**src/rtl/nn_ahb_rd_master.sv**
```systemverilog
`default_nettype none
// ============================================================================
// Module  : nn_ahb_rd_master
// Purpose : AHB-Lite read initiator for the NN core. Fetches word_cnt words
//           from base_addr using pipelined 32-bit INCR reads. Returned words
//           are streamed to the core through a credit-protected FIFO on a
//           valid/ready port.
// Options : NN_AHBM_BYTE_SWAP_EN - byte-reverse every HRDATA word before it
//           is written to the FIFO, for big-endian weight images.
// Revision: 1.0 - initial release
// ============================================================================
module nn_ahb_rd_master #(
    parameter int FIFO_DEPTH = 8,
    parameter int CNT_W      = 16
) (
    input  logic             HCLK,
    input  logic             HRESETn,
    input  logic             start,
    input  logic [31:0]      base_addr,
    input  logic [CNT_W-1:0] word_cnt,
    output logic             busy,
    output logic             done,
    output logic             err,
    output logic [31:0]      rd_data,
    output logic             rd_valid,
    input  logic             rd_ready,
    output logic [31:0]      HADDR,
    output logic [1:0]       HTRANS,
    output logic             HWRITE,
    output logic [2:0]       HSIZE,
    output logic [2:0]       HBURST,
    output logic [3:0]       HPROT,
    input  logic [31:0]      HRDATA,
    input  logic             HREADY,
    input  logic             HRESP
);
    localparam int PTR_W  = $clog2(FIFO_DEPTH);
    localparam int FILL_W = PTR_W + 1;

    localparam logic [1:0] TRANS_IDLE   = 2'b00;
    localparam logic [1:0] TRANS_NONSEQ = 2'b10;
    localparam logic [1:0] TRANS_SEQ    = 2'b11;

    typedef enum logic [2:0] {
        S_IDLE  = 3'd0,
        S_RUN   = 3'd1,
        S_DRAIN = 3'd2,
        S_ERR   = 3'd3,
        S_FIN   = 3'd4
    } state_t;

    state_t             state_q, state_d;
    logic [31:0]        addr_q, addr_d;
    logic [CNT_W-1:0]   left_q, left_d;
    logic               nonseq_q, nonseq_d;
    logic               err_q, err_d;
    logic               outst_q, outst_d;

    logic [31:0]        fifo_mem [FIFO_DEPTH];
    logic [PTR_W-1:0]   wptr_q, rptr_q;
    logic [FILL_W-1:0]  count_q;

    logic               err_first;
    logic               credit_ok;
    logic               issue;
    logic               accept;
    logic               push;
    logic               pop;
    logic [31:0]        fifo_wdata;
    logic [FILL_W-1:0]  fill;

    // Credit: FIFO words held plus the beat still in its data phase must
    // leave room for one more word before a new address may be issued.
    assign fill      = count_q + FILL_W'(outst_q);
    assign credit_ok = (fill < FILL_W'(FIFO_DEPTH));
    // First cycle of a two-cycle ERROR response: any pipelined address is cancelled.
    assign err_first = outst_q && !HREADY && HRESP;
    assign issue     = (state_q == S_RUN) && (left_q != '0) && credit_ok && !err_first;
    assign accept    = issue && HREADY;
    assign push      = outst_q && HREADY && !HRESP &&
                       ((state_q == S_RUN) || (state_q == S_DRAIN));
    assign pop       = rd_valid && rd_ready;

`ifdef NN_AHBM_BYTE_SWAP_EN
    assign fifo_wdata = {HRDATA[7:0], HRDATA[15:8], HRDATA[23:16], HRDATA[31:24]};
`else
    assign fifo_wdata = HRDATA;
`endif

    assign HADDR    = addr_q;
    assign HTRANS   = !issue ? TRANS_IDLE :
                      ((nonseq_q || (addr_q[9:0] == 10'd0)) ? TRANS_NONSEQ : TRANS_SEQ);
    assign HWRITE   = 1'b0;
    assign HSIZE    = 3'b010;
    assign HBURST   = 3'b001;
    assign HPROT    = 4'b0011;

    assign busy     = (state_q == S_RUN) || (state_q == S_DRAIN) || (state_q == S_ERR);
    assign done     = (state_q == S_FIN);
    assign err      = err_q;
    assign rd_valid = (count_q != '0);
    assign rd_data  = fifo_mem[rptr_q];

    // Control state, address, beat counter and sticky error registers.
    always_ff @(posedge HCLK or negedge HRESETn) begin
        if (!HRESETn) begin
            state_q  <= S_IDLE;
            addr_q   <= 32'd0;
            left_q   <= '0;
            nonseq_q <= 1'b1;
            err_q    <= 1'b0;
            outst_q  <= 1'b0;
        end else begin
            state_q  <= state_d;
            addr_q   <= addr_d;
            left_q   <= left_d;
            nonseq_q <= nonseq_d;
            err_q    <= err_d;
            outst_q  <= outst_d;
        end
    end

    // Next-state logic: job acceptance, address sequencing and termination.
    always_comb begin
        state_d  = state_q;
        addr_d   = addr_q;
        left_d   = left_q;
        nonseq_d = nonseq_q;
        err_d    = err_q;
        case (state_q)
            S_IDLE: begin
                if (start) begin
                    state_d  = S_RUN;
                    addr_d   = base_addr & 32'hFFFF_FFFC;
                    left_d   = word_cnt;
                    nonseq_d = 1'b1;
                    err_d    = 1'b0;
                end
            end
            S_RUN: begin
                if (err_first) begin
                    state_d = S_ERR;
                end else if (accept) begin
                    addr_d   = addr_q + 32'd4;
                    left_d   = left_q - CNT_W'(1);
                    nonseq_d = 1'b0;
                    if (left_q == CNT_W'(1)) begin
                        state_d = S_DRAIN;
                    end
                end else begin
                    // Any IDLE cycle forces the next beat to restart as NONSEQ.
                    if (!issue) begin
                        nonseq_d = 1'b1;
                    end
                    if ((left_q == '0) && !outst_q) begin
                        state_d = S_FIN;
                    end
                end
            end
            S_DRAIN: begin
                if (err_first) begin
                    state_d = S_ERR;
                end else if (push) begin
                    state_d = S_FIN;
                end
            end
            S_ERR: begin
                if (HREADY) begin
                    err_d   = 1'b1;
                    state_d = S_FIN;
                end
            end
            S_FIN: begin
                state_d = S_IDLE;
            end
            default: begin
                state_d = S_IDLE;
            end
        endcase
    end

    // Data-phase tracking: at most one beat is ever outstanding.
    always_comb begin
        outst_d = outst_q;
        if (outst_q && HREADY) begin
            outst_d = 1'b0;
        end
        if (accept) begin
            outst_d = 1'b1;
        end
    end

    // FIFO pointers and occupancy; reset discards any held words.
    always_ff @(posedge HCLK or negedge HRESETn) begin
        if (!HRESETn) begin
            wptr_q  <= '0;
            rptr_q  <= '0;
            count_q <= '0;
        end else begin
            if (push) begin
                wptr_q <= wptr_q + PTR_W'(1);
            end
            if (pop) begin
                rptr_q <= rptr_q + PTR_W'(1);
            end
            count_q <= count_q + FILL_W'(push) - FILL_W'(pop);
        end
    end

    // FIFO storage; contents are qualified by the occupancy count.
    always_ff @(posedge HCLK) begin
        if (push) begin
            fifo_mem[wptr_q] <= fifo_wdata;
        end
    end

endmodule
`default_nettype wire

```
**config.mk**
```make
export PLATFORM = sky130hd
export DESIGN_NAME = nn_ahb_rd_master
export DESIGN_NICKNAME = d
export VERILOG_FILES = /design/src/rtl/nn_ahb_rd_master.sv
export SDC_FILE = /design/constraint.sdc
export NUM_CORES = 1
export LEC_CHECK = 0
export BUFFER_PORTS_ARGS = -buffer_cell sky130_fd_sc_hd__buf_2
export CELL_PAD_IN_SITES_DETAIL_PLACEMENT = 1
export CELL_PAD_IN_SITES_GLOBAL_PLACEMENT = 1
export CORE_ASPECT_RATIO = 1.4
export CORE_MARGIN = 4
export CORE_UTILIZATION = 40
export CTS_CLUSTER_SIZE = 40
export DETAILED_ROUTE_END_ITERATION = 6
export GPL_ROUTABILITY_DRIVEN = 0
export PLACE_DENSITY = 0.71
export SLEW_MARGIN = 5
export SYNTH_ARGS = -nofsm -noshare
export SYNTH_HDL_FRONTEND = slang
export SYNTH_SLANG_ARGS = --single-unit
```
**constraint.sdc**
```tcl
create_clock -name HCLK -period 5.5 [get_ports HCLK]
set_input_delay 0.55 -clock HCLK [delete_from_list [all_inputs] [get_ports HCLK]]
set_output_delay 0.55 -clock HCLK [all_outputs]
set_load 0.01 [all_outputs]
```
# Word level (Yosys, flattened, before mapping)

Memories as Yosys holds them, arrays and structs flattened.
Index checks and enable logic that the tools add are counted.

Memory bits (writable): 256
Memories kept: 1
Logic and storage cells: 92
Register bits after elaboration: 64
Output and inout bits: 81

Eq/ne operators: 13
Magnitude comparators: 1
Reduce and logical (&&, ||, !) cells: 30
Muxes and demuxes: 31
Add/sub/neg operators: 7

Memories:

| name     | words | bits a word | read ports | clocked after Yosys merged registers in | wr ports | RTL line | source |
|---|---|---|---|---|---|---|---|
| fifo_mem | 8     | 32          | 1          | 0                                       | 1        | 59       | `logic [31:0] fifo_mem [FIFO_DEPTH];` |

Operators with widths:

| operator              | number |
|---|---|
| $mux 32               | 3 |
| $pmux 32 s2           | 1 |
| $mux 16               | 3 |
| $add 32x3->32 const B | 1 |
| $pmux 16 s2           | 1 |
| $mux 3                | 8 |
| $eq 16x1->1 const B   | 1 |
| $logic_not 16->1      | 1 |
| $reduce_bool 16->1    | 1 |
| $sub 16x1->16 const B | 1 |
| $pmux 3 s4            | 1 |
| $logic_and 1x1->1     | 11 |
| $mux 1                | 11 |
| $logic_not 10->1      | 1 |
| $add 4x1->4           | 2 |
| $ne 2x2->1 const B    | 4 |
| $ne 4x3->1 const B    | 2 |
| $reduce_and 4->1      | 2 |
| $add 3x1->3 const B   | 2 |
| $eq 3x2->1 const B    | 2 |
| $ne 3x3->1 const B    | 2 |
| $reduce_bool 2->1     | 3 |
| $reduce_and 5->1      | 1 |
| $logic_not 1->1       | 4 |
| 10 further kinds      | 13 |

# Depth between registers and ports, before layout

Depth in word-level cells: 9
Depth in mapped cells: 11

# Worst setup path before layout

Ideal clock, no wire load.

Kind: register to register
From: reg state_q[1]
To: mem fifo_mem[0][0] (enable)
Data required time: 5.039 ns
Period minus slack after synthesis: 4.025 ns
Path buffers: 1
Data arrival time: 3.564 ns
Slack: 1.475 ns
Stages on the path, launching flop included: 6
Library setup time: 0.461 ns
Cell sequence: dfrtp_1 > buf_2 > xor2_1 > nand4_1 > or2_2 > nor3_1

Word-level cells in the longest chain between the ends: 5
Elaborated cells on any way between the ends: 6
Those cells by class: 2 x eq/ne; 2 x mux; 2 x reduce/logical

RTL lines:

| element                                         | RTL line | source |
|---|---|---|
| start: declaration                              | 52       | `state_t state_q, state_d;` |
| start signal: assignment                        | 114      | `state_q <= state_d;` |
| $eq 3x1->1 / $eq 3x2->1 (equally long branches) | 81       | `((state_q == S_RUN) \|\| (state_q == S_DRAIN));` |
| $logic_or 1x1->1 (*)                            | 81       |  |
| $logic_and 1x1->1 (*)                           | 80       | `assign push = outst_q && HREADY && !HRESP &&` |
| $mux 1 (*)                                      | 212      | `if (push) begin` |
| $mux 1 (implied by the code) (*)                | 213      | `fifo_mem[wptr_q] <= fifo_wdata;` |
| end: declaration                                | 59       |  |

Every way passes the cells marked *; elsewhere a longest branch is shown, timed or not.

# Worst setup path after layout

From: reg state_q[0]
To: out HTRANS[0]

Word-level cells in the longest chain between the ends: 5

RTL lines:

| element                        | RTL line | source |
|---|---|---|
| $eq 3x1->1                     | 78       | `assign issue = (state_q == S_RUN) && (left_q != '0) && credit_ok && !err_first;` |
| $logic_and 1x1->1 (3 in a row) | 78       |  |
| $mux 2                         | 91       | `assign HTRANS = !issue ? TRANS_IDLE :` |
| end: declaration               | 28       | `output logic [1:0] HTRANS,` |

No other way between the ends.

==> reports/results.tsv <==
stage	metric	value	unit
placement	PortBufs	151	
layout	final net count	1117	
routing	routed len/inst	22.8	µm
routing	total routed wirelength	34.0	mm
layout	final non-filler cell total	1495	
power	Max VDD drop	0.000289	V
yosys	post-synthesis simple-gate area fraction	0.0672	
layout	Sequential Area	9250	µm²
worst_setup_path	crit-path leading delay family	simple AND/OR/NAND/NOR gates	
timing	final setup vio count	0	
yosys	Warnings, synthesis	0	
routing	drt drc	0	
placement	dpl cells	1436	
routing	Final ANT Viol Nets	0	
timing	Max Fclk	278	MHz
timing	Fin. Hold Viols	0	
timing	Clock Skews	0.0137	ns
die	row count	80	
yosys	Synth Area in Adders	0.0122	
timing	RSZ-0062 raised after global routing	false	
die	Die Ht	229	µm
clock_network	TritonCTS buffer count	31	
yosys	number of synthesized register bits	318	
job	max-cap violations	0	
placement	dpl ws	2.38	ns
timing	final setup TNS	0	ns
die	starting density of the core	0.407	
timing	min setup slack post-route	1.90	ns
routing	Via-to-Cell Ratio	5.62	
clock_network	clk sinks	318	
worst_setup_path	Worst EP arrival	3.05	ns
global_route	gr ovfl total	0	
timing	Worst Tran Pin Value	1.14	ns
layout	area delta synth->final	15.6	%
global_route	initial antenna violation count	6	
worst_setup_path	Buf/Inv on CP	1	
die	core area	34200	µm²
routing	first-pass iteration count of the detailed router	6	
yosys	Synth Cell Area	13900	µm²
clock_network	setup bufs post-CTS	0	
yosys	sequential share of the synthesized area	0.663	
yosys	Synth Area in Compound Gates	0.0891	
routing	vias	8395	
outcome	status	finished, final reports clean	
hold_path	HP Class	in -> async	
timing	final worst path period share	0.655	
worst_setup_path	crit path cell chain	nor3b_4, nand2b_1, and3b_1, nor3b_1, buf_2	
yosys	Netlist cell types	68	
clock_network	clock-pin slew on the worst setup and hold paths	0.07	ns
worst_setup_path	CP Max Fanout	20	
clock_network	TritonCTS clock tree	built	
clock_network	CTS resizes	0	
yosys	XOR/XNOR share of the synthesized area	0.00440	
yosys	largest family of logic cells by synthesized area	multiplexers	
global_route	total track usage	0.178	
clock_network	CTS Hold Bufs	0	
worst_setup_path	CP peak stage delay	0.79	ns
yosys	EDFF count, synth	256	
timing	final count of pins violating max slew	0	
clock_network	clock buffer depth	3	
yosys	top_reg_cell synth	edfxtp_1	
yosys	Post-synth ARST share	0.195	
routing	First DRT Iteration DRCs	545	
power	power per cell area	534	nW/µm²
global_route	number of global-route vias before repair	9110	
die	Die Area	37900	µm²
clock_network	clock latency at the later pin of the worst-skew pair	0.56	ns
layout	commonest non-fill, non-tap cells in the layout	edfxtp_1, buf_2, mux4_2, dfrtp_1, nor2_1	
layout	multi-input logic area	4330	µm²
layout	fill count	3416	
layout	leading cell type in the layout, fill and taps excluded	edfxtp_1	
layout	share of post-route cells with drive strength above 1	0.320	
timing	Slew HR	0.243	
worst_setup_path	critical path's slowest cell	nor3b_4	
timing	Fin Hold WS	0.0635	ns
clock_network	CTS root buf	clkbuf_16	
yosys	multiplexer area fraction after synthesis	0.130	
clock_network	H-tree depth	1	
placement	Post-DP HPWL	20.9	mm
worst_setup_path	critical path required time	4.95	ns
global_route	pin count of the biggest net entering global routing	68	
yosys	syn avg cell area	15.9	µm²
worst_setup_path	critical path type	reg -> out	
worst_setup_path	CP Capture Type	output pin	
yosys	synthesized instance count	877	
power	Pleak	5.72	nW
worst_setup_path	crit start category	flop	
die	I/O pin cnt	167	
die	Die X-Extent	166	µm
global_route	global-route wire length before repair	53.9	mm
timing	final worst path period need	3.60	ns
[area by class of cell]
| type | count | share of cell area |
|---|---|---|
| inverter | 19 | 0.00443 |
| timing repair buffer | 171 | 0.0562 |
| sequential | 318 | 0.574 |
| multi-input combinational | 477 | 0.269 |
| tap | 451 | 0.0350 |
| antenna | 1 | 0.000155 |
| clock buffer | 43 | 0.0528 |
| clock inverter | 15 | 0.00893 |
[synthesized netlist by cell type (8+ instances only)]
master	number	area, µm²
buf_4	17	128
edfxtp_1	256	7690
nor4_1	8	50.1
nand3_1	22	110
o22a_1	18	158
dfrtp_1	61	1530
inv_1	19	71.3
a21oi_1	28	140
nand2_1	34	128
mux2_2	33	372
o2bb2ai_1	11	96.3
nor3_1	12	60.1
a22oi_1	15	113
o21ai_0	22	110
clkbuf_1	30	113
and3_1	19	119
mux4_2	64	1440
a41oi_1	8	70.1
a31oi_1	18	113
buf_2	23	115
nor2_1	43	161
ha_1	12	150
o22ai_1	13	81.3
[cells by family (layout without fill, tap and decap cells)]
group	after synthesis	after routing
adders and majority gates	13	13
DFF	318	318
buffers and inverters	93	248
AOI/OAI and AO/OA	172	172
and+or+nand+nor	175	175
muxes	97	97
xor gates and xnor gates	7	7
other	2	14
[path summary, 6_finish.rpt]
check                                start         endpoint  slack [ns]  depth (start not counted)
worst max-delay path            state_q[0]        HTRANS[0]        1.90                          5
worst min-delay path               HRESETn        HADDR[22]        0.06                          1
worst max register to register   left_q[0]        HADDR[30]        2.39                          8
worst min register to register   rptr_q[2]        rptr_q[2]        0.49                          1
max in group asynchronous          HRESETn         nonseq_q        4.42                          2
min in group HCLK               HRDATA[30]  fifo_mem[0][30]        0.25                          1
[flip-flops by register name (all words and copies together), names as in the netlist]
| register | flops |
|---|---|
| left_q | 16 |
| HADDR | 30 |
| err | 1 |
| rptr_q | 3 |
| fifo_mem | 256 |
| outst_q | 1 |
| state_q | 3 |
| nonseq_q | 1 |
| count_q | 4 |
| wptr_q | 3 |
[worst reg2reg max path, delay by kind of cell (launching register included)]
kind                       cells  cell delay, ns
AOI/OAI and AO/OA              1            0.27
adders and majority gates      1            0.23
buffers and inverters          2            0.35
DFF                            1            0.44
and+or+nand+nor                4            1.66
[per-stage QoR]
| stage | util | area [µm²] | power, mW |
|---|---|---|---|
| 3_3_place_gp | 0.441 | 15100 | 6.51 |
| 3_5_place_dp | 0.441 | 15100 | 6.60 |
| 6_report | 0.471 | 16100 | 8.60 |
| 4_1_cts | 0.471 | 16100 | 8.72 |
| 2_1_floorplan | - | 14000 | 5.61 |
| 5_1_grt | 0.471 | 16100 | 9.13 |
[power breakdown]
part           total, mW  switching, mW  internal (mW)
logic               3.18           1.72           1.46
registers           3.34          0.457           2.88
clock network       2.08          0.896           1.18
total               8.60           3.08           5.52
[metal layers]
| metal | wire [µm] | vias to the layer above | track usage |
|---|---|---|---|
| li1 | - | 3773 | - |
| met4 | 725 | 12 | 0.0469 |
| met1 | 14000 | 4320 | 0.229 |
| met2 | 17500 | 235 | 0.311 |
| met3 | 1670 | 55 | 0.0334 |
| met5 | 76 | - | 0 |
Power figures use the tool's default switching activity.
